File: config.mk
export PLATFORM = sky130hd
export DESIGN_NAME = cache_miss_ctrl
export DESIGN_NICKNAME = d
export VERILOG_FILES = /design/src/rtl/cache_miss_ctrl.sv
export SDC_FILE = /design/constraint.sdc
export NUM_CORES = 1
export LEC_CHECK = 0
export CORE_MARGIN = 4
export CORE_UTILIZATION = 43
export DETAILED_ROUTE_END_ITERATION = 10
export GPL_ROUTABILITY_DRIVEN = 0
export GPL_TIMING_DRIVEN = 0
export PLACE_DENSITY = 0.86
export RECOVER_POWER = 25
export SYNTH_ARGS = -nofsm -noshare
export SYNTH_HDL_FRONTEND = slang
export SYNTH_SLANG_ARGS = --single-unit
File: constraint.sdc
create_clock -name clk_i -period 3.71 [get_ports clk_i]
set_input_delay 0.742 -clock clk_i [delete_from_list [all_inputs] [get_ports clk_i]]
set_output_delay 0.742 -clock clk_i [all_outputs]
set_load 0.02 [all_outputs]
File: src/rtl/cache_miss_ctrl.sv
// Cache miss sequencer. Hits update the LRU one cycle after they are accepted. Misses fetch a victim from the LRU, write it back if dirty (only when CACHE_MISS_CTRL_WB_EN is defined), fill the line, then update the LRU.
// Memory beats stall on mem_ready_i. New requests are held off through req_ready_o while busy, and every output is forced low while rst_i is high.
module cache_miss_ctrl #(
    parameter int  IDX_W  = 10,
    parameter int  BEATS  = 4,
    localparam int BEAT_W = $clog2(BEATS)
) (
    input  logic              clk_i,
    input  logic              rst_i,
    input  logic              req_valid_i,
    output logic              req_ready_o,
    input  logic              req_hit_i,
    input  logic [IDX_W-1:0]  req_idx_i,
    input  logic              victim_dirty_i,
    output logic              lru_valid_o,
    output logic              lru_hit_o,
    output logic [IDX_W-1:0]  lru_idx_o,
    input  logic              lru_valid_i,
    input  logic [IDX_W-1:0]  lru_idx_i,
    output logic              mem_valid_o,
    output logic              mem_we_o,
    output logic [IDX_W-1:0]  mem_idx_o,
    output logic [BEAT_W-1:0] mem_beat_o,
    input  logic              mem_ready_i,
    output logic              fill_we_o,
    output logic              done_o,
    output logic              busy_o
);

    typedef enum logic [2:0] {
        IDLE,
        VICTIM,
        WRITEBACK,
        FILL,
        UPDATE
    } state_t;

    localparam logic [BEAT_W-1:0] LAST_BEAT = BEAT_W'(BEATS - 1);

    state_t             state_q, state_d;
    logic [BEAT_W-1:0]  beat_q, beat_d;
    logic [IDX_W-1:0]   idx_q, idx_d;

    logic               ready_c;
    logic               lru_valid_c;
    logic               lru_hit_c;
    logic [IDX_W-1:0]   lru_idx_c;
    logic               mem_valid_c;
    logic [IDX_W-1:0]   mem_idx_c;
    logic [BEAT_W-1:0]  mem_beat_c;
    logic               fill_we_c;
    logic               done_c;
    logic               busy_c;
`ifdef CACHE_MISS_CTRL_WB_EN
    logic               mem_we_c;
`else
    logic               unused_dirty;
    assign unused_dirty = victim_dirty_i;
`endif

    always_ff @(posedge clk_i) begin
        if (rst_i) begin
            state_q <= IDLE;
            beat_q  <= '0;
            idx_q   <= '0;
        end else begin
            state_q <= state_d;
            beat_q  <= beat_d;
            idx_q   <= idx_d;
        end
    end

    always_comb begin
        state_d     = state_q;
        beat_d      = beat_q;
        idx_d       = idx_q;
        ready_c     = 1'b0;
        lru_valid_c = 1'b0;
        lru_hit_c   = 1'b0;
        lru_idx_c   = '0;
        mem_valid_c = 1'b0;
        mem_idx_c   = '0;
        mem_beat_c  = '0;
        fill_we_c   = 1'b0;
        done_c      = 1'b0;
        busy_c      = (state_q != IDLE);
`ifdef CACHE_MISS_CTRL_WB_EN
        mem_we_c    = 1'b0;
`endif
        case (state_q)
            IDLE: begin
                ready_c = 1'b1;
                if (req_valid_i) begin
                    if (req_hit_i) begin
                        idx_d   = req_idx_i;
                        state_d = UPDATE;
                    end else begin
                        state_d = VICTIM;
                    end
                end
            end
            VICTIM: begin
                lru_valid_c = 1'b1;
                if (lru_valid_i) begin
                    idx_d = lru_idx_i;
`ifdef CACHE_MISS_CTRL_WB_EN
                    state_d = victim_dirty_i ? WRITEBACK : FILL;
`else
                    state_d = FILL;
`endif
                end
            end
`ifdef CACHE_MISS_CTRL_WB_EN
            WRITEBACK: begin
                mem_valid_c = 1'b1;
                mem_we_c    = 1'b1;
                mem_idx_c   = idx_q;
                mem_beat_c  = beat_q;
                if (mem_ready_i) begin
                    beat_d = beat_q + 1'b1;
                    if (beat_q == LAST_BEAT) state_d = FILL;
                end
            end
`endif
            FILL: begin
                mem_valid_c = 1'b1;
                mem_idx_c   = idx_q;
                mem_beat_c  = beat_q;
                fill_we_c   = mem_ready_i;
                // BEATS is a power of two, so the increment wraps to 0 on the last beat
                if (mem_ready_i) begin
                    beat_d = beat_q + 1'b1;
                    if (beat_q == LAST_BEAT) state_d = UPDATE;
                end
            end
            UPDATE: begin
                lru_valid_c = 1'b1;
                lru_hit_c   = 1'b1;
                lru_idx_c   = idx_q;
                done_c      = 1'b1;
                state_d     = IDLE;
            end
            default: begin
                state_d = IDLE;
            end
        endcase
    end

    // Outputs are gated by rst_i so they are low throughout reset, even mid-burst
    assign req_ready_o = ready_c & ~rst_i;
    assign lru_valid_o = lru_valid_c & ~rst_i;
    assign lru_hit_o   = lru_hit_c & ~rst_i;
    assign lru_idx_o   = rst_i ? '0 : lru_idx_c;
    assign mem_valid_o = mem_valid_c & ~rst_i;
    assign mem_idx_o   = rst_i ? '0 : mem_idx_c;
    assign mem_beat_o  = rst_i ? '0 : mem_beat_c;
    assign fill_we_o   = fill_we_c & ~rst_i;
    assign done_o      = done_c & ~rst_i;
    assign busy_o      = busy_c & ~rst_i;
`ifdef CACHE_MISS_CTRL_WB_EN
    assign mem_we_o    = mem_we_c & ~rst_i;
`else
    assign mem_we_o    = 1'b0;
`endif

endmodule

Yosys cells after proc, flatten, opt, wreduce, memory -nomap -nowiden:

Cells that the tools add are included.
W data, S select, Z words.

* flip-flop bits (word level): 15
* output and inout bits: 30
* input bits: 27
* word-level logic and storage cells: 48

* reduce and logical (&&, ||, !) cells: 7
* bitwise operators: 7
* $add $sub $neg: 1
* eq/ne operators: 9
* multiplexer cells: 21

Operators by type and width (count)
* $mux W10: 7
* $pmux W10 S2: 1
* $mux W3: 5
* $ne A2 B2 Y1 const B: 5
* $pmux W3 S3: 1
* $reduce_and A4 Y1: 2
* $and A1 B1 Y1: 6
* $mux W1: 5
* $mux W2: 2
* $eq A3 B1 Y1 const B: 1
* $eq A3 B2 Y1 const B: 1
* $eq A3 B3 Y1 const B: 1
* $logic_not A3 Y1: 1
* $reduce_bool A3 Y1: 1
* $add A2 B1 Y2 const B: 1
* $eq A2 B2 Y1 const B: 1
* $reduce_and A2 Y1: 1
* $reduce_bool A2 Y1: 1
* $reduce_or A2 Y1: 1
* $not A1 Y1: 1

Longest topological paths before layout:

Gate-level depths: netlist of the first run.

* word-level depth: 4
* gate-level depth with buffers: 5
* depth with buffers taken out: 3

Worst setup path after synthesis of the first run:

Ideal clock, no wire load.

* path kind: in2out
* start point: input port rst_i
* end point: output port mem_idx_o[6]
* buffers on the path: 2
* data required time: 2.968 ns
* data arrival time: 1.812 ns
* cell stages on the path: 3
* slack: 1.156 ns
* cell sequence: clkbuf_1 -> buf_2 -> nor4_1

* word-level cells in the longest chain between the ends: 1

Ends and longest elaborated chain
* start: declaration: RTL line 9 `input logic rst_i,`
* $mux W10: RTL line 155 `assign mem_idx_o = rst_i ? '0 : mem_idx_c;`
* end: declaration: RTL line 22 `output logic [IDX_W-1:0] mem_idx_o,`

Every way passes these cells.

Final worst setup path of the first run:

* start point: input port rst_i
* end point: output port mem_idx_o[8]

The elaborated chain is that of the path after synthesis.

==> results of run 1 <==
==> cell type report <==
cell class / instances / area (um^2) / area share [%]
buffer: 16 / 105.1 / 6.204
tap: 30 / 37.54 / 2.216
inverter: 11 / 41.29 / 2.437
multi-input combinational: 81 / 643.1 / 37.96
timing repair buffer: 54 / 540.5 / 31.91
sequential: 15 / 300.3 / 17.73
clock buffer: 4 / 26.28 / 1.551
==> registers in the layout (all words and copies together) (netlist names) <==
register	cells
idx_q	10
beat_q	2
state_q	3
==> where the power goes <==
part	switching (mW)	internal, mW	total [mW]
clock	0.0567	0.0419	0.0986
combinational	0.0769	0.0800	0.157
sequential	0.00623	0.176	0.183
==> cells in the mapped netlist, types with 2 or more instances <==
library cell / instances / area (um^2)
sky130_fd_sc_hd__nor3_1: 2 / 10.01
sky130_fd_sc_hd__a211oi_2: 14 / 175.2
sky130_fd_sc_hd__buf_2: 7 / 35.03
sky130_fd_sc_hd__buf_4: 3 / 22.52
sky130_fd_sc_hd__inv_1: 11 / 41.29
sky130_fd_sc_hd__nor2_1: 5 / 18.77
sky130_fd_sc_hd__dfxtp_1: 15 / 300.3
sky130_fd_sc_hd__a211oi_1: 6 / 45.04
sky130_fd_sc_hd__clkbuf_1: 3 / 11.26
sky130_fd_sc_hd__nor4_1: 11 / 68.82
sky130_fd_sc_hd__and2_1: 13 / 81.33
sky130_fd_sc_hd__nand2_1: 2 / 7.510
sky130_fd_sc_hd__mux2_2: 6 / 67.56
sky130_fd_sc_hd__mux2_1: 4 / 45.04
sky130_fd_sc_hd__buf_6: 2 / 22.52
==> how the worst max path moves through the flow <==
stage,start,end,slack (ns),cells past startpoint
2_1_floorplan,rst_i,mem_idx_o[6],1.16,3
3_3_place_gp,rst_i,mem_idx_o[8],0.37,5
3_5_place_dp,rst_i,lru_idx_o[4],0.34,5
4_1_cts,rst_i,lru_idx_o[4],0.33,5
5_1_grt,rst_i,lru_idx_o[4],0.18,5
6_report,rst_i,mem_idx_o[8],0.30,5
==> logic make-up (layout without fill, tap and decap cells) <==
| logic type | after synthesis | count (layout) |
|---|---|---|
| xor+xnor | 2 | 2 |
| compound gates | 25 | 25 |
| buf+inv | 27 | 85 |
| simple gates | 41 | 41 |
| other cells | 1 | 1 |
| mux | 11 | 11 |
| fa+ha+maj | 1 | 1 |
| flops | 15 | 15 |
==> worst reg2reg max path, cell delays in order (launching register included) <==
cell and delay [ns]:
sky130_fd_sc_hd__dfxtp_1 0.31, sky130_fd_sc_hd__buf_4 0.17, sky130_fd_sc_hd__nand3b_1 0.23, sky130_fd_sc_hd__clkbuf_1 0.26, sky130_fd_sc_hd__a211oi_1 0.38, sky130_fd_sc_hd__a211oi_2 0.08
==> metal layers <==
layer	GRT usage [%]	vias up	part of all wire, %
met5	0	-	0
met4	5.502	0	0.88
met3	4.357	3	7.6
met2	30.76	45	49
met1	24.20	511	43
li1	-	551	-
==> load_flow_metrics.sql, run 1 <==
INSERT INTO impl_metrics (metric_group, metric, value, unit) VALUES
('synth', 'synth_simple_gate_area_share', '22.94', '%'),
('timing', 'setup_viol', '0', ''),
('synth', 'yosys_register_bits', '15', ''),
('global_routing', 'grt_first_pass_wirelength', '5071', 'um'),
('setup_path', 'worst-r2r-cell-count', '5', ''),
('global_routing', 'pin_count_of_the_biggest_net_entering_global_routing', '12', ''),
('setup_path', 'reg2reg_setup_slack', '2.16', 'ns'),
('drt', 'route.detailed.drc', '0', ''),
('hold_path', 'hp-start', 'idx_q[0]$_SDFFE_PP0P_', ''),
('clock_tree', 'clkLatencyLatePin', '0.29', 'ns'),
('global_routing', 'antenna_found_initial', '0', ''),
('setup_path', 'cpMaxStageDelayCell', 'sky130_fd_sc_hd__clkdlybuf4s50_1', ''),
('setup_path', 'critical_path_s_largest_stage_delay', '0.66', 'ns'),
('synth', 'asyncSetResetFlopFracSynth', '0', '%'),
('synth', 'syn-instance-count', '123', ''),
('timing', 'period_needed', '3.406', 'ns'),
('finish', 'layout.cells.most_common', 'sky130_fd_sc_hd__clkdlybuf4s50_1', ''),
('synth', 'synth_compound_area_share', '23.27', '%'),
('setup_path', 'cp_data_required_time', '2.97', 'ns'),
('hold_path', 'worstHoldPathType', 'flip-flop to flip-flop', ''),
('timing', 'post-route-worst-setup-slack', '0.3044', 'ns'),
('hold_path', 'worst_hold_path.num_cells', '2', ''),
('setup_path', 'worst-endpoint-arrival', '2.66', 'ns'),
('clock_tree', 'cts-buffers-inserted', '3', ''),
('finish', 'core_occupancy_in_the_finished_layout', '68.38', '%'),
('clock_tree', 'tritoncts', 'built', ''),
('pwr', 'cellPowerDensity', '258.6', 'nW/um^2'),
('finish', 'finalNetCount', '210', ''),
('drt', 'detail_route.vias_per_cell', '5.261', ''),
('clock_tree', 'ctsLongestPathBuffers', '2', ''),
('clock_tree', 'cts_post_setup_buffers_inserted', '0', ''),
('timing', 'final.hold.worst_slack', '0.4998', 'ns'),
('timing', 'max_freq', '0.2936', 'GHz'),
('drt', 'drt_iter0_markers', '30', ''),
('die', 'design.die.area', '3495', 'um^2'),
('die', 'floorplan.core_area', '2477', 'um^2'),
('synth', 'synth_top_flop_cell', 'sky130_fd_sc_hd__dfxtp_1', ''),
('clock_tree', 'path_clk_slew', '0.09', 'ns'),
('synth', 'post_synth_fa_ha_maj_area_fraction', '1.114', '%'),
('placed_design', 'dpl_worst_slack', '0.3384', 'ns'),
('setup_path', 'crit_fanout', '10', ''),
('synth', 'yosys_warnings', '0', ''),
('drt', 'drt_pass1_iterations', '4', ''),
('flow_run', 'drv.max_cap_violation_count', '0', ''),
('die', 'floorplan.die.height', '59.12', 'um'),
('drt', 'route.detailed.wl_per_inst', '14.59', 'um'),
('finish', 'syn2layout_area_growth', '50.78', '%'),
('synth', 'synth_xor_xnor_area_share', '1.559', '%'),
('synth', 'synth.avg_cell_area', '9.135', 'um^2'),
('global_routing', 'grt_use_total', '18.67', '%'),
('die', 'design.portCount', '57', ''),
('timing', 'setup_repair_after_global_routing_missed_its_margin', 'no', ''),
('die', 'floorplan.rows', '18', ''),
('pwr', 'irDropWorstVdd', '0.1731', 'mV'),
('finish', 'finalNonFillerCells', '211', ''),
('finish', 'fill_cells', '214', ''),
('finish', 'layout_cells_sized_above_1', '18.78', '%'),
('run_status', 'outcome', 'finished clean', ''),
('setup_path', 'cp_num_buf_inv', '4', ''),
('clock_tree', 'htreeDepth', '1', ''),
('timing', 'finalSetupTns', '0', 'ns'),
('setup_path', 'timing.critical_path.max_delay_family', 'buffers and inverters', ''),
('drt', 'drtAntennaViolNets', '0', ''),
('placed_design', 'place.port_buffers', '54', ''),
('setup_path', 'reg2reg_from', 'state_q[0]$_SDFFE_PP0P_', ''),
('setup_path', 'critPathMostFrequentCell', 'sky130_fd_sc_hd__clkdlybuf4s50_1', ''),
('die', 'die_width', '59.12', 'um'),
('clock_tree', 'cts_sinks', '15', ''),
('synth', 'synth_sequential_area_ratio', '26.73', '%'),
('clock_tree', 'cts.hold.buffers_added', '0', ''),
('placed_design', 'dp.cells', '207', '');
Power figures use the tool's default switching activity.
==> run 2: changes to the inputs <==
==> constraint.sdc (replaced) <==
create_clock -name clk_i -period 3.71 [get_ports clk_i]
set_input_delay 0.5565 -clock clk_i [delete_from_list [all_inputs] [get_ports clk_i]]
set_output_delay 0.5565 -clock clk_i [all_outputs]
set_load 0.02 [all_outputs]
==> run 2 against run 1 <==
Power is 0.54% lower. Maximum frequency rose by 4.4%. Critical path type unchanged. Sequential share of layout area up 0.12 points. Highest routed layer unchanged. Global-route usage is the same. Via count rose by 0.54%. Register-to-register slack hardly changed.
==> load_flow_metrics.sql, run 2 (synthesis results as in run 1) <==
INSERT INTO impl_metrics (metric_group, metric, value, unit) VALUES
('timing', 'worst-slew-pin-transition', '0.5763', 'ns'),
('clock_tree', 'cts_post_setup_buffers_inserted', '0', ''),
('timing', 'final_max_slew_viol_count', '0', ''),
('die', 'initial_utilization', '45.35', '%'),
('pwr', 'irDropWorstVdd', '0.1724', 'mV'),
('run_status', 'outcome', 'finished clean', ''),
('hold_path', 'hp-start', 'idx_q[0]$_SDFFE_PP0P_', ''),
('hold_path', 'worst_hold_path.num_cells', '2', ''),
('timing', 'finalSetupTns', '0', 'ns'),
('clock_tree', 'cts-resized-gates', '0', ''),
('setup_path', 'reg2reg_from', 'state_q[0]$_SDFFE_PP0P_', ''),
('timing', 'max_slew_headroom', '61.58', '%'),
('finish', 'layout.cells.most_common', 'sky130_fd_sc_hd__clkdlybuf4s50_1', ''),
('finish', 'largest_register', 'idx_q', ''),
('setup_path', 'reg2reg_setup_slack', '2.16', 'ns'),
('clock_tree', 'ctsLongestPathBuffers', '2', ''),
('setup_path', 'critPathMostFrequentCell', 'sky130_fd_sc_hd__clkbuf_1', ''),
('die', 'floorplan.die.height', '59.12', 'um'),
('setup_path', 'critical_path_s_largest_stage_delay', '0.60', 'ns'),
('drt', 'drtAntennaViolNets', '0', ''),
('pwr', 'cellPowerDensity', '259.0', 'nW/um^2'),
('clock_tree', 'htreeDepth', '1', ''),
('clock_tree', 'tritoncts', 'built', ''),
('clock_tree', 'cts_sinks', '15', ''),
('finish', 'syn2layout_area_growth', '49.78', '%'),
('hold_path', 'worstHoldPathType', 'flip-flop to flip-flop', ''),
('finish', 'storage_cell_area', '300.3', 'um^2'),
('drt', 'route.detailed.wl_per_inst', '14.55', 'um'),
('clock_tree', 'cts.hold.buffers_added', '0', ''),
('drt', 'num_vias', '1116', ''),
('pwr', 'static-leakage-power', '0.6147', 'nW'),
('setup_path', 'timing.critical_path.from', 'rst_i', ''),
('die', 'floorplan.rows', '18', ''),
('clock_tree', 'cts-buffers-inserted', '3', ''),
('global_routing', 'first_global_vias', '1141', ''),
('drt', 'detail_route.vias_per_cell', '5.289', ''),
('setup_path', 'worst-r2r-cell-count', '5', ''),
('setup_path', 'worst-endpoint-arrival', '2.71', 'ns'),
('finish', 'number_of_flip_flops_in_the_largest_register', '10', ''),
('timing', 'finClkSkew', '0.001908', 'ns'),
('finish', 'layout_cells_sized_above_1', '17.13', '%'),
('finish', 'biggestRegsByFlops', 'idx_q x10, state_q x3, beat_q x2', ''),
('setup_path', 'timing.critical_path.max_delay_family', 'buffers and inverters', ''),
('finish', 'fill_cells', '214', ''),
('global_routing', 'grt_first_pass_wirelength', '5071', 'um'),
('setup_path', 'worstReg2RegEnd', 'idx_q[6]$_SDFFE_PP0P_', ''),
('setup_path', 'timing.critical_path.cells', 'dlygate4sd3_1 -> clkbuf_1 -> clkbuf_1 -> nor4_1 -> clkdlybuf4s50_1', ''),
('global_routing', 'global_route.overflow_total', '0', ''),
('die', 'design.die.area', '3495', 'um^2'),
('timing', 'final_hold_fails', '0', ''),
('drt', 'routed_wl', '3070', 'um'),
('timing', 'finalCritPeriodShare', '87.96', '%'),
('flow_run', 'drv.max_cap_violation_count', '0', ''),
('die', 'die_width', '59.12', 'um'),
('clock_tree', 'clkLatencyLatePin', '0.29', 'ns'),
('timing', 'setup_viol', '0', ''),
('finish', 'multi_input_comb_area', '633.1', 'um^2'),
('setup_path', 'criticalPathCategory', 'input pin to output port', ''),
('clock_tree', 'path_clk_slew', '0.09', 'ns'),
('setup_path', 'cpMaxStageDelayCell', 'sky130_fd_sc_hd__dlygate4sd3_1', ''),
('setup_path', 'cp_data_required_time', '3.15', 'ns'),
('global_routing', 'antenna_found_initial', '0', ''),
('die', 'floorplan.core_area', '2477', 'um^2'),
('setup_path', 'crit_path_start_kind', 'input pin', ''),
('clock_tree', 'clock-root-buffer', 'sky130_fd_sc_hd__clkbuf_4', ''),
('drt', 'drt_iter0_markers', '29', ''),
('timing', 'period_needed', '3.263', 'ns'),
('pwr', 'fin_total_pwr', '435.8', 'uW'),
('timing', 'setup_repair_after_global_routing_missed_its_margin', 'no', ''),
('drt', 'route.detailed.drc', '0', ''),
('setup_path', 'crit_fanout', '10', ''),
('finish', 'finalNetCount', '210', ''),
('placed_design', 'dp_hpwl', '2475', 'um'),
('die', 'design.portCount', '57', ''),
('finish', 'core_occupancy_in_the_finished_layout', '67.93', '%'),
('setup_path', 'cp_num_buf_inv', '4', ''),
('finish', 'post-route-cell-area', '1683', 'um^2'),
('setup_path', 'timing.critical_path.to_type', 'output port', ''),
('global_routing', 'grt_use_total', '18.67', '%'),
('placed_design', 'dpl_cell_area', '1702', 'um^2'),
('finish', 'top_library_cells_by_usage_in_the_layout_fill_and_taps_aside', '52 x sky130_fd_sc_hd__clkdlybuf4s50_1, 15 x sky130_fd_sc_hd__dfxtp_1, 13 x sky130_fd_sc_hd__and2_1', ''),
('hold_path', 'hold_path_end', 'idx_q[0]$_SDFFE_PP0P_', ''),
('timing', 'max_freq', '0.3064', 'GHz'),
('finish', 'antenna_cells_inserted', '0', ''),
('placed_design', 'place.port_buffers', '54', ''),
('global_routing', 'pin_count_of_the_biggest_net_entering_global_routing', '12', ''),
('drt', 'drt_pass1_iterations', '4', '');
run 2: how the worst max path moves through the flow:
stage,end,cells past startpoint
after global routing,mem_idx_o[6],5
after floorplan,mem_idx_o[6],3
after detailed placement,lru_idx_o[4],5
after global placement,mem_idx_o[8],5
after CTS,lru_idx_o[4],5
final,mem_idx_o[8],5
run 2: power by group:
part | switching, mW | internal (mW) | leakage (nW)
sequential | 0.00626 | 0.176 | 0.123
clock | 0.0567 | 0.0419 | 0.0150
combinational | 0.0759 | 0.0786 | 0.476
run 2: worst reg2reg max path: stages, from the launching register on:
cell and delay, ns:
sky130_fd_sc_hd__dfxtp_1 0.31, sky130_fd_sc_hd__buf_4 0.17, sky130_fd_sc_hd__nand3b_1 0.23, sky130_fd_sc_hd__clkbuf_1 0.26
sky130_fd_sc_hd__a211oi_1 0.38, sky130_fd_sc_hd__a211oi_2 0.08
run 2: final cells by class:
type,count,area share (%)
flip-flops and latches,15,17.84
inverters,11,2.454
clock buffers,4,1.561
well taps,30,2.230
plain buffers,16,6.171
repair buffers,54,32.12
multi-input cells,81,37.62
run 2: stage by stage:
stage               hold WS [ns]  cells  setup slack [ns]
floorplan                 0.4620    123             1.527
global placement          0.4773    207            0.7435
detailed placement        0.4884    207            0.7094
CTS                       0.5022    211            0.7018
global route              0.5219    211            0.3269
finish                    0.4941    211            0.4466
run 2: layer usage:
| layer | GRT usage [%] | routed length, um |
|---|---|---|
| met3 | 4.357 | 242 |
| met4 | 5.502 | 27 |
| met1 | 24.20 | 1311 |
| met2 | 30.76 | 1489 |
| met5 | 0 | 0 |
